## config.mk

```make
export PLATFORM = sky130hd
export DESIGN_NAME = exe_alu_mc
export DESIGN_NICKNAME = d
export VERILOG_FILES = /design/src/rtl/exe_alu_mc.sv
export SDC_FILE = /design/constraint.sdc
export NUM_CORES = 1
export LEC_CHECK = 0
export CORE_AREA = 4 4 197 199
export DETAILED_ROUTE_END_ITERATION = 8
export DIE_AREA = 0 0 201 203
export PLACE_DENSITY = 0.56
export SETUP_SLACK_MARGIN = 0.15
export SYNTH_ARGS = -nofsm -noshare
export SYNTH_HDL_FRONTEND = slang
export SYNTH_SLANG_ARGS = --single-unit
export TNS_END_PERCENT = 10
```

## constraint.sdc

```tcl
create_clock -name clk -period 9.88 [get_ports clk]
set_input_delay 2.47 -clock clk [delete_from_list [all_inputs] [get_ports clk]]
set_output_delay 2.47 -clock clk [all_outputs]
set_load 0.02 [all_outputs]
```

## src/rtl/exe_alu_mc.sv

```systemverilog
// Multi-cycle execute-stage ALU: valid/ready in and out, registered result and NZCV flags, shift-add MUL/MLA.
// Optional macro EXE_ALU_EARLY_TERM_EN: the multiply loop exits once the remaining multiplier bits are all zero.
module exe_alu_mc #(
  parameter int WIDTH = 32
) (
  input  logic             clk,
  input  logic             rst,
  input  logic             in_valid,
  output logic             in_ready,
  input  logic [3:0]       EXE_CMD,
  input  logic [WIDTH-1:0] Val1,
  input  logic [WIDTH-1:0] Val2,
  input  logic [WIDTH-1:0] Val3,
  input  logic [3:0]       Status,
  output logic             out_valid,
  input  logic             out_ready,
  output logic [WIDTH-1:0] ALU_Res,
  output logic [3:0]       Flags,
  output logic             busy
);
  localparam int CNT_W = $clog2(WIDTH) + 1;

  typedef enum logic [1:0] {IDLE, MULT, DONE} state_t;

  state_t           state_q, state_d;
  logic [WIDTH-1:0] mcand_q, mcand_d, mplier_q, mplier_d, acc_q, acc_d;
  logic [WIDTH-1:0] val3_q, val3_d, res_q, res_d;
  logic             mla_q, mla_d, out_valid_q, out_valid_d;
  logic [1:0]       cv_q, cv_d;
  logic [3:0]       flags_q, flags_d;
`ifndef EXE_ALU_EARLY_TERM_EN
  logic [CNT_W-1:0] cnt_q, cnt_d;
`endif

  logic             accept, is_mul, arith, sub_op, cin, known;
  logic [WIDTH-1:0] op_b, alu_res, mla_sum;
  logic [WIDTH:0]   sum;
  logic [3:0]       alu_flags;
  logic             unused_status;

  assign unused_status = ^Status[3:2];
  assign in_ready  = (state_q == IDLE) & (~out_valid_q | out_ready);
  assign accept    = in_valid & in_ready;
  assign is_mul    = (EXE_CMD[3:1] == 3'b101);
  assign busy      = (state_q == MULT);
  assign out_valid = out_valid_q;
  assign ALU_Res   = res_q;
  assign Flags     = flags_q;
  assign mla_sum   = acc_q + (mla_q ? val3_q : '0);

  // Subtraction is Val1 + ~Val2 + carry-in, so the carry out is already NOT-borrow.
  always_comb begin
    arith  = 1'b0;
    sub_op = 1'b0;
    cin    = 1'b0;
    case (EXE_CMD)
      4'b0010: arith = 1'b1;
      4'b0011: begin arith = 1'b1; cin = Status[1]; end
      4'b0100: begin arith = 1'b1; sub_op = 1'b1; cin = 1'b1; end
      4'b0101: begin arith = 1'b1; sub_op = 1'b1; cin = Status[1]; end
      default: ;
    endcase
    op_b = sub_op ? ~Val2 : Val2;
    sum  = {1'b0, Val1} + {1'b0, op_b} + {{WIDTH{1'b0}}, cin};
  end

  always_comb begin
    alu_res = '0;
    known   = 1'b1;
    case (EXE_CMD)
      4'b0001: alu_res = Val2;
      4'b1001: alu_res = ~Val2;
      4'b0010, 4'b0011, 4'b0100, 4'b0101: alu_res = sum[WIDTH-1:0];
      4'b0110: alu_res = Val1 & Val2;
      4'b0111: alu_res = Val1 | Val2;
      4'b1000: alu_res = Val1 ^ Val2;
      default: known = 1'b0;
    endcase
    if (known)
      alu_flags = {alu_res[WIDTH-1], (alu_res == '0), arith & sum[WIDTH],
                   arith & (Val1[WIDTH-1] == op_b[WIDTH-1]) & (sum[WIDTH-1] != Val1[WIDTH-1])};
    else
      alu_flags = 4'b0100;
  end

  always_comb begin
    state_d     = state_q;
    mcand_d     = mcand_q;
    mplier_d    = mplier_q;
    acc_d       = acc_q;
    val3_d      = val3_q;
    mla_d       = mla_q;
    cv_d        = cv_q;
    res_d       = res_q;
    flags_d     = flags_q;
    out_valid_d = out_valid_q & ~out_ready;
`ifndef EXE_ALU_EARLY_TERM_EN
    cnt_d       = cnt_q;
`endif
    case (state_q)
      IDLE: begin
        if (accept && is_mul) begin
          mcand_d  = Val1;
          mplier_d = Val2;
          acc_d    = '0;
          val3_d   = Val3;
          mla_d    = EXE_CMD[0];
          cv_d     = Status[1:0];
          state_d  = MULT;
`ifdef EXE_ALU_EARLY_TERM_EN
          if (Val2 == '0) state_d = DONE;
`else
          cnt_d    = CNT_W'(WIDTH - 1);
`endif
        end else if (accept) begin
          res_d       = alu_res;
          flags_d     = alu_flags;
          out_valid_d = 1'b1;
        end
      end
      MULT: begin
        if (mplier_q[0]) acc_d = acc_q + mcand_q;
        mcand_d  = mcand_q << 1;
        mplier_d = mplier_q >> 1;
`ifdef EXE_ALU_EARLY_TERM_EN
        if (mplier_q[WIDTH-1:1] == '0) state_d = DONE;
`else
        cnt_d = cnt_q - 1'b1;
        if (cnt_q == '0) state_d = DONE;
`endif
      end
      DONE: begin
        res_d       = mla_sum;
        flags_d     = {mla_sum[WIDTH-1], (mla_sum == '0), cv_q};
        out_valid_d = 1'b1;
        state_d     = IDLE;
      end
      default: state_d = IDLE;
    endcase
  end

  always_ff @(posedge clk) begin
    if (rst) begin
      state_q     <= IDLE;
      mcand_q     <= '0;
      mplier_q    <= '0;
      acc_q       <= '0;
      val3_q      <= '0;
      mla_q       <= 1'b0;
      cv_q        <= 2'b00;
      res_q       <= '0;
      flags_q     <= 4'b0000;
      out_valid_q <= 1'b0;
`ifndef EXE_ALU_EARLY_TERM_EN
      cnt_q       <= '0;
`endif
    end else begin
      state_q     <= state_d;
      mcand_q     <= mcand_d;
      mplier_q    <= mplier_d;
      acc_q       <= acc_d;
      val3_q      <= val3_d;
      mla_q       <= mla_d;
      cv_q        <= cv_d;
      res_q       <= res_d;
      flags_q     <= flags_d;
      out_valid_q <= out_valid_d;
`ifndef EXE_ALU_EARLY_TERM_EN
      cnt_q       <= cnt_d;
`endif
    end
  end
endmodule

```

* Word level (Yosys, flattened, before mapping) *
Cells that the tools add are included.

word-level totals
  input port bits = 108
  register bits after elaboration = 176
  output and inout port bits = 39
  logic and storage cells = 93

operators by class
  equal/unequal tests = 19
  multiplexer cells = 29
  $add $sub $neg = 5
  bitwise operators = 13
  reduce and logical (&&, ||, !) cells = 16

operators with widths
  cell                  count
  $mux W32              8
  $pmux W32 S2          4
  $pmux W32 S6          1
  $add A32 B32 Y32      2
  $logic_not A32 Y1     2
  $add A32 B32 Y33      1
  $add A33 B1 Y33       1
  $and A32 B32 Y32      1
  $not A32 Y32          1
  $or A32 B32 Y32       1
  $xor A32 B32 Y32      1
  $eq A4 B3 Y1 const B  4
  $mux W4               3
  $pmux W6 S2           1
  $reduce_or A9 Y1      1
  $eq A4 B2 Y1 const B  2
  $eq A4 B4 Y1 const B  2
  $pmux W4 S2           1
  $and A1 B1 Y1         6
  $logic_not A6 Y1      1
  $mux W6               1
  $ne A2 B1 Y1 const B  3
  $reduce_and A2 Y1     3
  $reduce_and A3 Y1     2
  19 further kinds      29

* Longest topological paths before layout *
Gate-level depths: netlist of the first run.

  depth after elaboration = 12
  depth in mapped cells = 22
  mapped depth without buffers = 19

* Worst setup path after synthesis of the first run *
No wires, ideal clock.

  path type = input to register
  from = input EXE_CMD[3]
  to = register flags_q[2], in the netlist Flags[2]
  cell stages on the path = 21
  setup slack = 2.854 ns
  buffers on the path = 6
  data arrival time = 6.969 ns
  cells stage by stage = clkbuf_1 -> buf_2 -> buf_1 -> nor3b_1 -> clkbuf_1 -> buf_1 -> xnor2_1 -> ha_1 -> clkbuf_1 -> and2_1 -> a311o_1 -> a211o_1 -> a31o_2 -> a31o_1 -> a31o_1 -> xnor2_1 -> o221ai_1 -> nor4_1 -> nand4_1 -> o31ai_1 -> a21o_1

between the ends
  word-level cells in the longest chain between the ends = 12

RTL lines
  what                               line    source
  start: declaration                 10      input logic [3:0] EXE_CMD,
  $eq A4 B3 Y1                       56, 70
  $reduce_or A2 Y1 (no source line)  n/a
  $mux W1                            56      case (EXE_CMD)
  $mux W32                           63      op_b = sub_op ? ~Val2 : Val2;
  $add A32 B32 Y33                   64      sum = {1'b0, Val1} + {1'b0, op_b} + {{WIDTH{1'b0}}, cin};
  $add A33 B1 Y33                    64
  $pmux W32 S6                       70      case (EXE_CMD)
  $logic_not A32 Y1                  80      alu_flags = {alu_res[WIDTH-1], (alu_res == '0), arith & sum[WIDTH],
  $mux W4                            79      if (known)
  $mux W4                            115     end else if (accept) begin
  $mux W4                            102     if (accept && is_mul) begin
  $pmux W4 S2                        100     case (state_q)
  end signal: assignment             166     flags_q <= flags_d;
  end: declaration                   30      logic [3:0] flags_q, flags_d;

Parallel ways exist; a longest one is shown, timed or not. The select of a mux whose other input is x is not followed.
A chain may end at the register's enable or synchronous reset.

* Final worst setup path of the first run *
  from = input EXE_CMD[2]
  to = register flags_q[2], in the netlist Flags[2]

Same word-level chain as after synthesis.

==> flow_summary.ini, run 1 <==
[power]
power_uw = 2049
power_density_nw_per_um2 = 120.6
p_leak_uw = 0.006902
vdd_ir_drop_max_mv = 0.1322

[clock_tree]
clk_pin_slew_ns = 0.07
cts_made_buffers = 17
clk_latency_ns = 0.47
clock_path_buffers = 2
cts.repair.resized = 0
cts.htree.levels = 4
holdBufCountCts = 0
cts_setup_buffers = 0
tritoncts = done
clock_sinks = 176
cts_root_buf = clkbuf_16

[sta]
skew_ns = 0.01443
final_hold_viol_count = 0
maxSlewHeadroom = 0.07988
fin_crit_sh = 0.7280
setup_viol = 0
rsz0062_at_grt = no
max_freq_mhz = 139.0
slew_violations = 0
tightest_slew_ns = 1.363
fin_crit_ns = 7.193
tns_ns = 0

[synth]
synth-edff-count = 0
synth_area_um2 = 14650
synth_common_cells = 296 x nand2_1, 181 x a21oi_1, 176 x dfxtp_1, 170 x nor2_1, 159 x ha_1
synth_compound_area_frac = 0.2650
synth_top_family_by_area = compound AO/OA/AOI/OAI gates
syn_inst = 1950
synth_area_leaders = dfxtp_1 24%, ha_1 14%, nand2_1 7.6%
yosysTopAreaCell = dfxtp_1
syn_area_per_cell_um2 = 7.510
yosysMostFrequentCell = nand2_1
synth_ff_type = dfxtp_1
synth.distinct_cells = 77
synth-simple-area-share = 0.2070
synth_seq_area_share = 0.2406
synth_top_cell_area_share = 0.2406
ys_warn_count = 0
synth-adder-area-share = 0.1413
synthXorXnorAreaFrac = 0.08193
async_reset_ff_frac = 0
synthMuxAreaShare = 0.007604
synth_nets = 2221
yosys_register_bits = 176

[hold_path]
holdPathStages = 2
min_from = val3_q[6]
hold-path-endpoint = val3_q[6]
hp-class = flip-flop to flip-flop

[setup_path]
rrSetupSlack_ns = 5.44
r2r_cells = 15
endpoint_kind = flip-flop
regToRegStartpoint = mla_q
critPathMaxFanout = 31
worst_setup_path_start_kind = input port
worst_ep_required_time_ns = 10.29
crit_type = input port to flip-flop
r2r_end = Flags[2]
arrival_ns = 7.60

[placement]
gp_congestion = 0.9041
place_hpwl_um = 39200
port_buffers = 144
placed_area_um2 = 16370

[floorplan]
core-area_um2 = 37220
start_util = 0.3935
num_rows = 71
die_y_um = 203
die_w_um = 201
pin_count = 147
die_area_um2 = 40800

[global_route]
grtUsageTotal = 0.2458
grt_pass1_wl_um = 79760
grt.overflow.total = 0
grt_max_degree = 104
grt_pass1_vias = 13833
antenna_found_initial = 1

[final_layout]
layout-drive-gt1-share = 0.04313
final_area_um2 = 16990
diodes = 0
fin_nets = 2275
finish.utilization = 0.4563
area.growth.synth_to_final_pct = 15.98

[detailed_routing]
vias = 14432
remaining_drc_errors = 0
drtIter0Drc = 925
wl_per_cell_um = 20.60
detail_route.vias_per_cell = 5.794
drtAntennaViolNets = 0
dr.pass1.iters = 5
wl_um = 51320

[flow_run]
cap_violations = 0

[outcome]
status = finished clean
==> report_power, final <==
group	switching, µW	internal [µW]
Clock	337	411
Sequential	18.8	737
Combinational	325	220
Total	681	1370
==> placed cells by master (no fill, tap or decap), drive strengths merged, types with 12 or more instances in the layout <==
cell / synthesis / final
clkbuf: 114 / 19
o21ai: 57 / 57
nand3: 35 / 35
nand2b: 13 / 13
nor3: 26 / 26
a221oi: 15 / 15
ha: 159 / 159
o22ai: 28 / 28
o21a: 18 / 18
dfxtp: 176 / 176
clkdlybuf4s50: 0 / 141
nand4: 19 / 19
a22oi: 44 / 44
nand2: 296 / 296
buf: 16 / 24
a311oi: 47 / 47
nor2b: 13 / 13
a21o: 29 / 29
xor2: 31 / 31
and2: 41 / 41
nor2: 172 / 172
a31oi: 12 / 12
a211oi: 26 / 26
o211ai: 26 / 26
inv: 90 / 94
a21oi: 181 / 181
xnor2: 106 / 106
==> flip-flops by register name (all words and copies together) (netlist names) <==
signal	cells
cv_q	2
acc_q	32
state_q	2
mla_q	1
cnt_q	6
out_valid	1
ALU_Res	32
Flags	4
val3_q	32
mplier_q	32
mcand_q	32
==> through the flow <==
stage / setup WS, ns / hold WS (ns) / std cells
floorplan: 2.854 / 0.4317 / 1950
CTS: 2.695 / 0.4550 / 2491
finish: 2.687 / 0.4534 / 2491
detailed placement: 2.237 / 0.4452 / 2459
global route: 2.372 / 0.4765 / 2491
global placement: 2.274 / 0.4409 / 2459
==> routing by layer <==
metal  vias to the layer above  global-route usage  routed length (µm)
li1                       7085                   -                   -
met1                      6866              0.3413               24250
met2                       415              0.3905               22790
met3                        64             0.04999                3153
met4                         2             0.06514                1115
met5                         -                   0                  10
==> cells by family (layout without fill, tap and decap cells) <==
kind of cell,Yosys count,after routing
DFF,176,176
buffers and inverters,220,287
muxes,11,11
AOI/OAI and AO/OA,570,570
and+or+nand+nor,673,673
adders and majority gates,163,163
xor gates and xnor gates,137,137
==> critical path, cell delays in order <==
cell and delay [ns]:
clkdlybuf4s50_1 0.66, nor3b_2 0.33, buf_4 0.51, xnor2_1 0.14
ha_1 0.37, or2_1 0.26, a311o_1 0.33, a211o_1 0.30
a31o_2 0.25, a31o_1 0.27, a31o_1 0.25, xnor2_1 0.13
o221ai_1 0.27, nor4_1 0.40, nand4_1 0.16, o31ai_1 0.32
a21o_1 0.12
==> cell type report <==
type                            count  area, µm²
Sequential cell                   176       3523
Clock buffer                       19      442.9
Inverter                           90      337.8
Timing Repair Buffer              165       1590
Tap cell                          474      593.1
Multi-Input combinational cell   1554      10320
Fill cell                        3796      20240
Clock inverter                     13      176.4
==> worst max-delay path by stage <==
stage / start / endpoint / slack, ns / depth (start not counted)
2_1_floorplan: EXE_CMD[3] / Flags[2] / 2.85 / 21
3_3_place_gp: EXE_CMD[2] / Flags[2] / 2.27 / 18
3_5_place_dp: EXE_CMD[2] / Flags[2] / 2.24 / 18
4_1_cts: EXE_CMD[2] / Flags[2] / 2.70 / 18
5_1_grt: EXE_CMD[2] / Flags[2] / 2.37 / 18
6_report: EXE_CMD[2] / Flags[2] / 2.69 / 17
Power figures use the tool's default switching activity.
==> run 2, diff against run 1 <==
PLACE_DENSITY = 0.58   (was 0.56)
clock period = 5.95 ns   (was 9.88 ns; I/O delays follow)
==> run 2 against run 1 <==
Net effect: non-clock buffer count increased by 83; count of clock-buffer cells in the layout increased by 1; global-route usage increased by 0.40 points; sequential share of layout area decreased by 0.81 points; clock skew decreased by 0.0015 ns; die area unchanged; critical path type unchanged.
==> flow_summary.ini, run 2 (synthesized netlist as in run 1, its figures left out) <==
[outcome]
status = finished clean

[final_layout]
area.growth.synth_to_final_pct = 20.67
layout-drive-gt1-share = 0.08286
layout_commonest_cell = nand2_1
stdcell_count = 2574
final_cell_mix = 295 x nand2_1, 181 x a21oi_1, 176 x dfxtp_1
fin_nets = 2358
diodes = 0

[placement]
dpl_worst_slack_ns = -0.1277
place_hpwl_um = 40660
placed_cells = 2542
port_buffers = 144
gp_congestion = 0.9712

[floorplan]
core-area_um2 = 37220
num_rows = 71
die_w_um = 201
pin_count = 147
start_util = 0.3935
die_area_um2 = 40800
die_y_um = 203

[detailed_routing]
detail_route.vias_per_cell = 5.786
remaining_drc_errors = 0
dr.pass1.iters = 6
vias = 14892
wl_per_cell_um = 20.54
drtAntennaViolNets = 0
wl_um = 52880
drtIter0Drc = 1145

[global_route]
grt.overflow.total = 0
grt_max_degree = 96
antenna_found_initial = 0
grtUsageTotal = 0.2497
grt_pass1_wl_um = 80570
grt_pass1_vias = 13784

[clock_tree]
cts_setup_buffers = 0
cts_root_buf = clkbuf_16
tritoncts = done
cts.htree.levels = 4
clk_pin_slew_ns = 0.07
clock_sinks = 176
cts_made_buffers = 17
clock_path_buffers = 2
clk_latency_ns = 0.46
holdBufCountCts = 0

[setup_path]
worst_setup_path_start_kind = input port
crit_buf_inv = 3
r2r_cells = 14
endpoint_kind = flip-flop
max_stage_delay_ns = 0.52
worstPathCellList = clkdlybuf4s50_1 -> xor2_1 -> nor2b_1 -> nand3_1 -> o21ai_0 -> fa_1 -> buf_4 -> a21oi_1 -> nor2_1 -> o21a_1 -> a31oi_1 -> buf_4 -> o21bai_1 -> xor2_1 -> a2111oi_0 -> nand4_1 -> nor4_1 -> nand4_1 -> o31ai_1 -> a21o_1
r2r_end = Flags[2]
crit_end = Flags[2]
crit_cells = 20
startpoint = EXE_CMD[2]
critPathMaxFanout = 3
rrSetupSlack_ns = 1.23
crit_type = input port to flip-flop
regToRegStartpoint = mla_q
slowest_stage = clkdlybuf4s50_1
crit_family = compound AO/OA/AOI/OAI gates
arrival_ns = 6.04
worst_ep_required_time_ns = 6.35

[sta]
whs_ns = 0.4542
slew_violations = 0
tightest_slew_ns = 1.046
fin_crit_ns = 5.635
final_hold_viol_count = 0
max_freq_mhz = 177.5
maxSlewHeadroom = 0.3029
setup_ws_ns = 0.3154
rsz0062_at_grt = yes
setup_viol = 0
tns_ns = 0
fin_crit_sh = 0.9470
skew_ns = 0.01291

[hold_path]
hp-class = flip-flop to flip-flop

[power]
power_density_nw_per_um2 = 199.2
p_leak_uw = 0.007330
power_uw = 3521
vdd_ir_drop_max_mv = 0.2136

[flow_run]
cap_violations = 0
==> run 2: how the worst min path moves through the flow <==
stage,from,endpoint,slack [ns],cells past startpoint
after floorplan,val3_q[0],val3_q[0],0.43,2
after CTS,val3_q[5],val3_q[5],0.46,2
after global routing,ALU_Res[11],ALU_Res[11],0.46,2
final,ALU_Res[13],ALU_Res[13],0.45,2
after global placement,Flags[3],Flags[3],0.44,2
after detailed placement,val3_q[5],val3_q[5],0.45,2
==> run 2: what timing repair did <==
action                                  4_1_cts  5_1_grt
endpoints found under the setup margin        0        5
resized for setup                             0        6
endpoints found under the hold margin         0        0
==> run 2: cell type report <==
| class | instances | area, µm² |
|---|---|---|
| Fill cell | 3748 | 19550 |
| Multi-Input combinational cell | 1554 | 10350 |
| Sequential cell | 176 | 3523 |
| Timing Repair Buffer | 248 | 2241 |
| Tap cell | 474 | 593.1 |
| Clock buffer | 20 | 456.7 |
| Inverter | 90 | 337.8 |
| Clock inverter | 12 | 170.2 |
==> run 2: worst register-to-register path, stage by stage, from the launching register on <==
cell and delay [ns]:
dfxtp_1 0.91, and2_1 0.35, ha_1 0.26, a21oi_1 0.21
o2111ai_1 0.26, a211oi_1 0.43, nor2_1 0.11, o41ai_1 0.58
o21ai_1 0.18, or4_1 0.42, o21ai_1 0.11, xnor2_1 0.19
nand4_1 0.13, nor4_1 0.35, a21o_1 0.16
==> run 2: per-stage QoR <==
| step | util | cell area [µm²] |
|---|---|---|
| finish | 0.4748 | 17670 |
| global route | 0.4748 | 17670 |
| CTS | 0.4739 | 17640 |
| floorplan | - | 14650 |
| detailed placement | 0.4571 | 17010 |
| global placement | 0.4571 | 17010 |
==> run 2: report_power, final <==
part	leakage (µW)	internal (µW)	switching, µW
registers	0.00143	1220	32.8
clock network	0.000303	695	548
logic	0.00560	450	572
==> run 2: metal layers <==
layer | track usage | part of all wire
met3 | 0.03546 | 0.050
met1 | 0.3571 | 0.48
met5 | 0 | 0
met4 | 0.04916 | 0.013
met2 | 0.4042 | 0.46
==> run 3, diff against run 2 <==
SLEW_MARGIN = 20   (was default)
==> results of run 3 <==
No change in the layout: final DEF, timing and power equal those of run 2.
